## config.mk

```make
export PLATFORM = sky130hd
export DESIGN_NAME = cpu_control_unit
export DESIGN_NICKNAME = d
export VERILOG_FILES = /design/src/rtl/cpu_control_unit.sv
export SDC_FILE = /design/constraint.sdc
export NUM_CORES = 1
export LEC_CHECK = 0
export CAP_MARGIN = 20
export CORE_AREA = 2 2 80 82
export DETAILED_ROUTE_END_ITERATION = 8
export DIE_AREA = 0 0 82 84
export PLACE_DENSITY = 0.76
export SLEW_MARGIN = 0
export SYNTH_ARGS = -nofsm -noshare
export SYNTH_HDL_FRONTEND = slang
export SYNTH_SLANG_ARGS = --single-unit
```

## constraint.sdc

```tcl
create_clock -name clk -period 4.15 [get_ports clk]
set_input_delay 1.245 -clock clk [delete_from_list [all_inputs] [get_ports clk]]
set_output_delay 1.245 -clock clk [all_outputs]
set_load 0.02 [all_outputs]
```

## src/rtl/cpu_control_unit.sv

```systemverilog
// Multi-cycle fetch/decode/execute sequencer for the 8-bit datapath.
// Runs PROG_LEN instructions starting at pc=0, then parks in DONE until restarted.
//
//   state  | meaning
//   IDLE   | after reset, waiting for start
//   FETCH  | ir_en high, pc presented to inst_reg
//   DECODE | latch instruction word, dispatch on opcode
//   RDA    | read Rs1 (captured into alu_a at the end of this cycle)
//   RDB    | read Rs2 (captured into alu_b, alu_op set at the end of this cycle)
//   EXEC   | operands stable at the alu
//   WB     | write Rd with immediate (LOAD) or alu result (ADD/SUB)
//   NEXT   | retire instruction, advance pc or finish
//   DONE   | run complete, waiting for start
module cpu_control_unit #(
  parameter int PROG_LEN = 5,
  parameter int PC_W     = 8
) (
  input  logic            clk,
  input  logic            rst,
  input  logic            start,
  output logic [PC_W-1:0] pc,
  output logic            ir_en,
  input  logic [15:0]     ir_data,
  output logic [1:0]      reg_addr,
  output logic            reg_rd,
  output logic            reg_wr,
  output logic [7:0]      reg_wdata,
  input  logic [7:0]      reg_rdata,
  output logic [2:0]      alu_op,
  output logic [7:0]      alu_a,
  output logic [7:0]      alu_b,
  input  logic [7:0]      alu_out,
  output logic            busy,
  output logic            done,
  output logic [7:0]      instr_cnt
);

  typedef enum logic [3:0] {
    S_IDLE, S_FETCH, S_DECODE, S_RDA, S_RDB, S_EXEC, S_WB, S_NEXT, S_DONE
  } state_t;

  localparam logic [PC_W-1:0] PC_LAST = PC_W'(PROG_LEN - 1);

  state_t      state, state_nxt;
  logic [15:0] ir;
  logic        is_load;
  logic        is_sub;

  assign is_load = (ir[15:12] == 4'b1000);
  assign is_sub  = (ir[15:12] == 4'b0001);

  // State register
  always_ff @(posedge clk) begin
    if (rst) state <= S_IDLE;
    else     state <= state_nxt;
  end

  // Datapath registers: pc, instruction latch, alu operands, retire counter
  always_ff @(posedge clk) begin
    if (rst) begin
      pc        <= '0;
      ir        <= '0;
      alu_a     <= '0;
      alu_b     <= '0;
      alu_op    <= '0;
      instr_cnt <= '0;
    end else begin
      case (state)
        S_IDLE, S_DONE: begin
          if (start) begin
            pc        <= '0;
            instr_cnt <= '0;
          end
        end
        S_DECODE: ir <= ir_data;
        S_RDA:    alu_a <= reg_rdata;
        S_RDB: begin
          alu_b  <= reg_rdata;
          alu_op <= is_sub ? 3'b001 : 3'b000;
        end
        S_NEXT: begin
          instr_cnt <= instr_cnt + 8'd1;
          if (pc != PC_LAST) pc <= pc + 1'b1;
        end
        default: ;
      endcase
    end
  end

  // Next-state decode and Moore control outputs.
  // The write data in WB passes the alu result straight through: the alu is
  // combinational on the registered operands, and its result is consumed in
  // the same cycle the register file write is strobed.
  always_comb begin
    state_nxt = state;
    ir_en     = 1'b0;
    reg_addr  = 2'b00;
    reg_rd    = 1'b0;
    reg_wr    = 1'b0;
    reg_wdata = 8'h00;
    busy      = (state != S_IDLE) && (state != S_DONE);
    done      = (state == S_DONE);
    case (state)
      S_IDLE:   if (start) state_nxt = S_FETCH;
      S_FETCH: begin
        ir_en     = 1'b1;
        state_nxt = S_DECODE;
      end
      S_DECODE: begin
        case (ir_data[15:12])
          4'b1000:          state_nxt = S_WB;
          4'b0000, 4'b0001: state_nxt = S_RDA;
          default:          state_nxt = S_NEXT;
        endcase
      end
      S_RDA: begin
        reg_addr  = ir[5:4];
        reg_rd    = 1'b1;
        state_nxt = S_RDB;
      end
      S_RDB: begin
        reg_addr  = ir[1:0];
        reg_rd    = 1'b1;
        state_nxt = S_EXEC;
      end
      S_EXEC:   state_nxt = S_WB;
      S_WB: begin
        reg_addr  = ir[9:8];
        reg_wr    = 1'b1;
        reg_wdata = is_load ? ir[7:0] : alu_out;
        state_nxt = S_NEXT;
      end
      S_NEXT:   state_nxt = (pc == PC_LAST) ? S_DONE : S_FETCH;
      S_DONE:   if (start) state_nxt = S_FETCH;
      default:  state_nxt = S_IDLE;
    endcase
  end

endmodule

```

==> results by group <==
Routing
  • Antenna viol nets, final: 0
  • First drt pass iteration count: 4
  • DR DRC count: 0
  • Vias per cell: 5.146
  • DR vias: 2,326
  • DRT iter0 DRCs: 90
  • Routed WL: 5952 um
  • Drt wl/cell: 13.17 um

Clocking
  • CTS Buf Count: 5
  • CTS Buffer Depth: 2
  • Post-CTS Resized: 0
  • Clk slew on worst S/H paths: 0.08 ns
  • CTS tree: done
  • Clock root buffer: clkbuf_8
  • Clk sink count: 51
  • H-Tree Depth: 2
  • Clk_lat worst skew: 0.30 ns
  • Hold_buf cts: 0
  • Setup bufs post-CTS: 0

Layout
  • Layout cells sized above 1: 4.267%
  • Post-route design area: 3249 um^2
  • FF+latch area: 1021 um^2
  • Nets: 414
  • Area of the multi-input gates: 1187 um^2
  • Number of inserted diodes: 0
  • Area Overhead vs Synth: 39.25%
  • Fillers: 603
  • Finished Layout Cells: 452

Placed design
  • Placed insts: 446
  • GPL Wtd Cong: 0.7883
  • DP Area: 3177 um^2
  • Post-detail-place hpwl: 4299 um
  • Port bufs: 80

Timing
  • Setup Skew: 0.007098 ns
  • Tmin final: 3.777 ns
  • Fmax: 264.7 MHz
  • RSZ-0062 raised after global routing: no
  • Slew HR: 48.77%
  • Fin crit share: 91.02%
  • Slew Limit Fails: 0
  • Fin Setup TNS: 0 ns
  • Tightest Pin Transition: 0.7578 ns
  • # setup viols final: 0
  • Final Hold Fails: 0

Pwr
  • Gate power share: 34.1%
  • Worst ir drop on vdd: 0.2393 mV
  • NetSw: 0.0004747 W
  • Leakage Power: 1.141 nW
  • Sequential group share of total power: 46.3%
  • Switching portion of total power: 35.70%
  • PD cells: 409.2 nW/um^2
  • Int Power: 0.0008549 W
  • Clock Power Share: 19.5%

GRT
  • GRT Total Usage: 17.52%
  • First-pass GRT wire length: 9611 um
  • Number of global-route vias before repair: 2,154
  • Initial antenna violation count: 0
  • Total gr overflow: 0
  • Largest net degree at the start of global routing: 45

Floorplan
  • Starting Density: 38.28%
  • Die W: 82 um
  • Die height: 84 um
  • Ports: 85
  • Core area: 6096 um^2
  • Rows: 29
  • Die Footprint: 6888 um^2

Logic synthesis
  • Sequential share of the synthesized area: 43.75%
  • Synthesized instance count: 302
  • Most numerous cell in the Yosys netlist: nand2_1
  • Synth warnings: 0
  • Synthesized cell area: 2333 um^2
  • Area share of the largest cell type after synthesis: 43.75%
  • Area contributors post-synth: dfxtp_1 (44%), nand2_1 (14%), a21oi_1 (9.7%), nor2_1 (3.1%), nor3_1 (1.9%)
  • Post-synthesis register bit count: 51
  • Area leader, netlist: dfxtp_1
  • Post-synth cell types: 44
  • Number of synthesized flops with an enable pin: 0
  • Asr flop ratio synth: 0%
  • Syn_area_per_cell: 7.727 um^2
  • Top FF cell, synth: dfxtp_1
  • Synth top cells by count: nand2_1 (85), dfxtp_1 (51), a21oi_1 (45)

Worst setup path
  • R2R Path End: pc[3]
  • Capture point of the critical path: reg_wdata[1]
  • R2R depth: 4
  • CP max stage cell: clkdlybuf4s50_1
  • Setup slack, reg-to-reg: 2.06 ns
  • Max incr delay on CP: 0.63 ns
  • Cell Chain, Critical Path: clkdlybuf4s50_1, nand2_1, a21oi_1, clkdlybuf4s50_1
  • CP required: 2.90 ns
  • Worst EP arrival: 2.53 ns
  • Setup CP Type: in -> out
  • CP max FO: 1
  • Most used cell, CP: clkdlybuf4s50_1
  • Critical path endpoint category: output pin
  • Setup crit start: alu_out[1]
  • Critical Path Source Type: input port
  • Worst reg2reg path startpoint: state[1]

Min path
  • Hold crit path type: reg -> reg

Outcome
  • Status: finished, final reports clean

Run
  • Max-cap violations: 0
final cells by class:
cell class	instances	share of cell area [%]
multi-input combinational	225	36.54
clock buffer	6	2.233
sequential	51	31.42
tap	77	2.965
timing repair buffer	86	26.03
inverter	7	0.8086
layout by cell type, fill, tap and decap left out, types with 2 or more instances in the layout:
master | synthesis | final
or4_1 | 2 | 2
conb_1 | 1 | 2
o21ai_0 | 3 | 3
nand4b_1 | 2 | 2
clkbuf_8 | 0 | 5
a22oi_1 | 2 | 2
ha_1 | 3 | 3
nand3_1 | 3 | 3
a21oi_1 | 45 | 45
buf_4 | 2 | 6
and2_1 | 2 | 2
nor2_1 | 19 | 19
nor3_1 | 9 | 9
o211ai_1 | 3 | 3
clkdlybuf4s50_1 | 0 | 80
o31ai_1 | 2 | 2
nand2_1 | 85 | 85
or2_2 | 2 | 2
xnor2_1 | 4 | 4
nand2b_1 | 5 | 5
or3_1 | 2 | 2
and3_1 | 3 | 3
nor4b_1 | 2 | 2
inv_1 | 7 | 7
xor2_1 | 5 | 5
a311oi_1 | 2 | 2
o2111ai_1 | 2 | 2
dfxtp_1 | 51 | 51
a222oi_1 | 2 | 2
layer usage:
layer / track usage (%) / vias to the layer above / wire length, um
met2: 28.82 / 74 / 2831
met1: 22.21 / 1076 / 2644
met5: 0 / - / 0
met4: 5.000 / 0 / 76
met3: 4.654 / 7 / 399
li1: - / 1169 / -
worst min-delay path by stage:
stage,startpoint,end,slack (ns),depth (start not counted)
floorplan,ir[8],ir[8],0.44,2
global placement,alu_b[0],alu_b[0],0.44,2
detailed placement,alu_b[2],alu_b[2],0.45,2
CTS,alu_b[2],alu_b[2],0.46,2
global route,alu_b[2],alu_b[2],0.49,2
finish,alu_a[4],alu_a[4],0.46,2
kinds of logic after synthesis:
group / after synthesis / synth area share (%)
xor+xnor: 9 / 3.378
compound gates: 67 / 17.05
flops: 51 / 43.75
fa+ha+maj: 3 / 1.609
simple gates: 144 / 28.53
other cells: 1 / 0.1607
buf+inv: 27 / 5.523
critical path, delay by kind of cell:
kind / cells / cell delay (ns)
and+or+nand+nor: 1 / 0.04
AOI/OAI and AO/OA: 1 / 0.16
buffers and inverters: 2 / 1.08
state kept, by name (all words and copies together), names as in the netlist:
| register | flops |
|---|---|
| instr_cnt | 8 |
| ir | 14 |
| alu_b | 8 |
| state | 4 |
| alu_a | 8 |
| alu_op | 1 |
| pc | 8 |
stage by stage:
| stage | utilization, % | worst slack (ns) | total power [W] | hold WS (ns) |
|---|---|---|---|---|
| 2_1_floorplan | - | 1.252 | 0.0009177 | 0.4357 |
| 3_3_place_gp | 52.11 | 0.3955 | 0.001072 | 0.4413 |
| 3_5_place_dp | 52.11 | 0.3685 | 0.001082 | 0.4471 |
| 4_1_cts | 53.30 | 0.3553 | 0.001342 | 0.4589 |
| 5_1_grt | 53.30 | 0.2693 | 0.001420 | 0.4858 |
| 6_report | 53.30 | 0.3727 | 0.001330 | 0.4564 |
power groups by stage:
stage          registers (W)  logic, W  clock network, W
2_1_floorplan       0.000605  0.000312                 0
3_3_place_gp        0.000623  0.000448                 0
3_5_place_dp        0.000627  0.000455                 0
4_1_cts             0.000616  0.000457          0.000269
5_1_grt             0.000626  0.000504          0.000290
6_report            0.000616  0.000454          0.000260
Note: power is estimated with default switching activity, not from simulation.
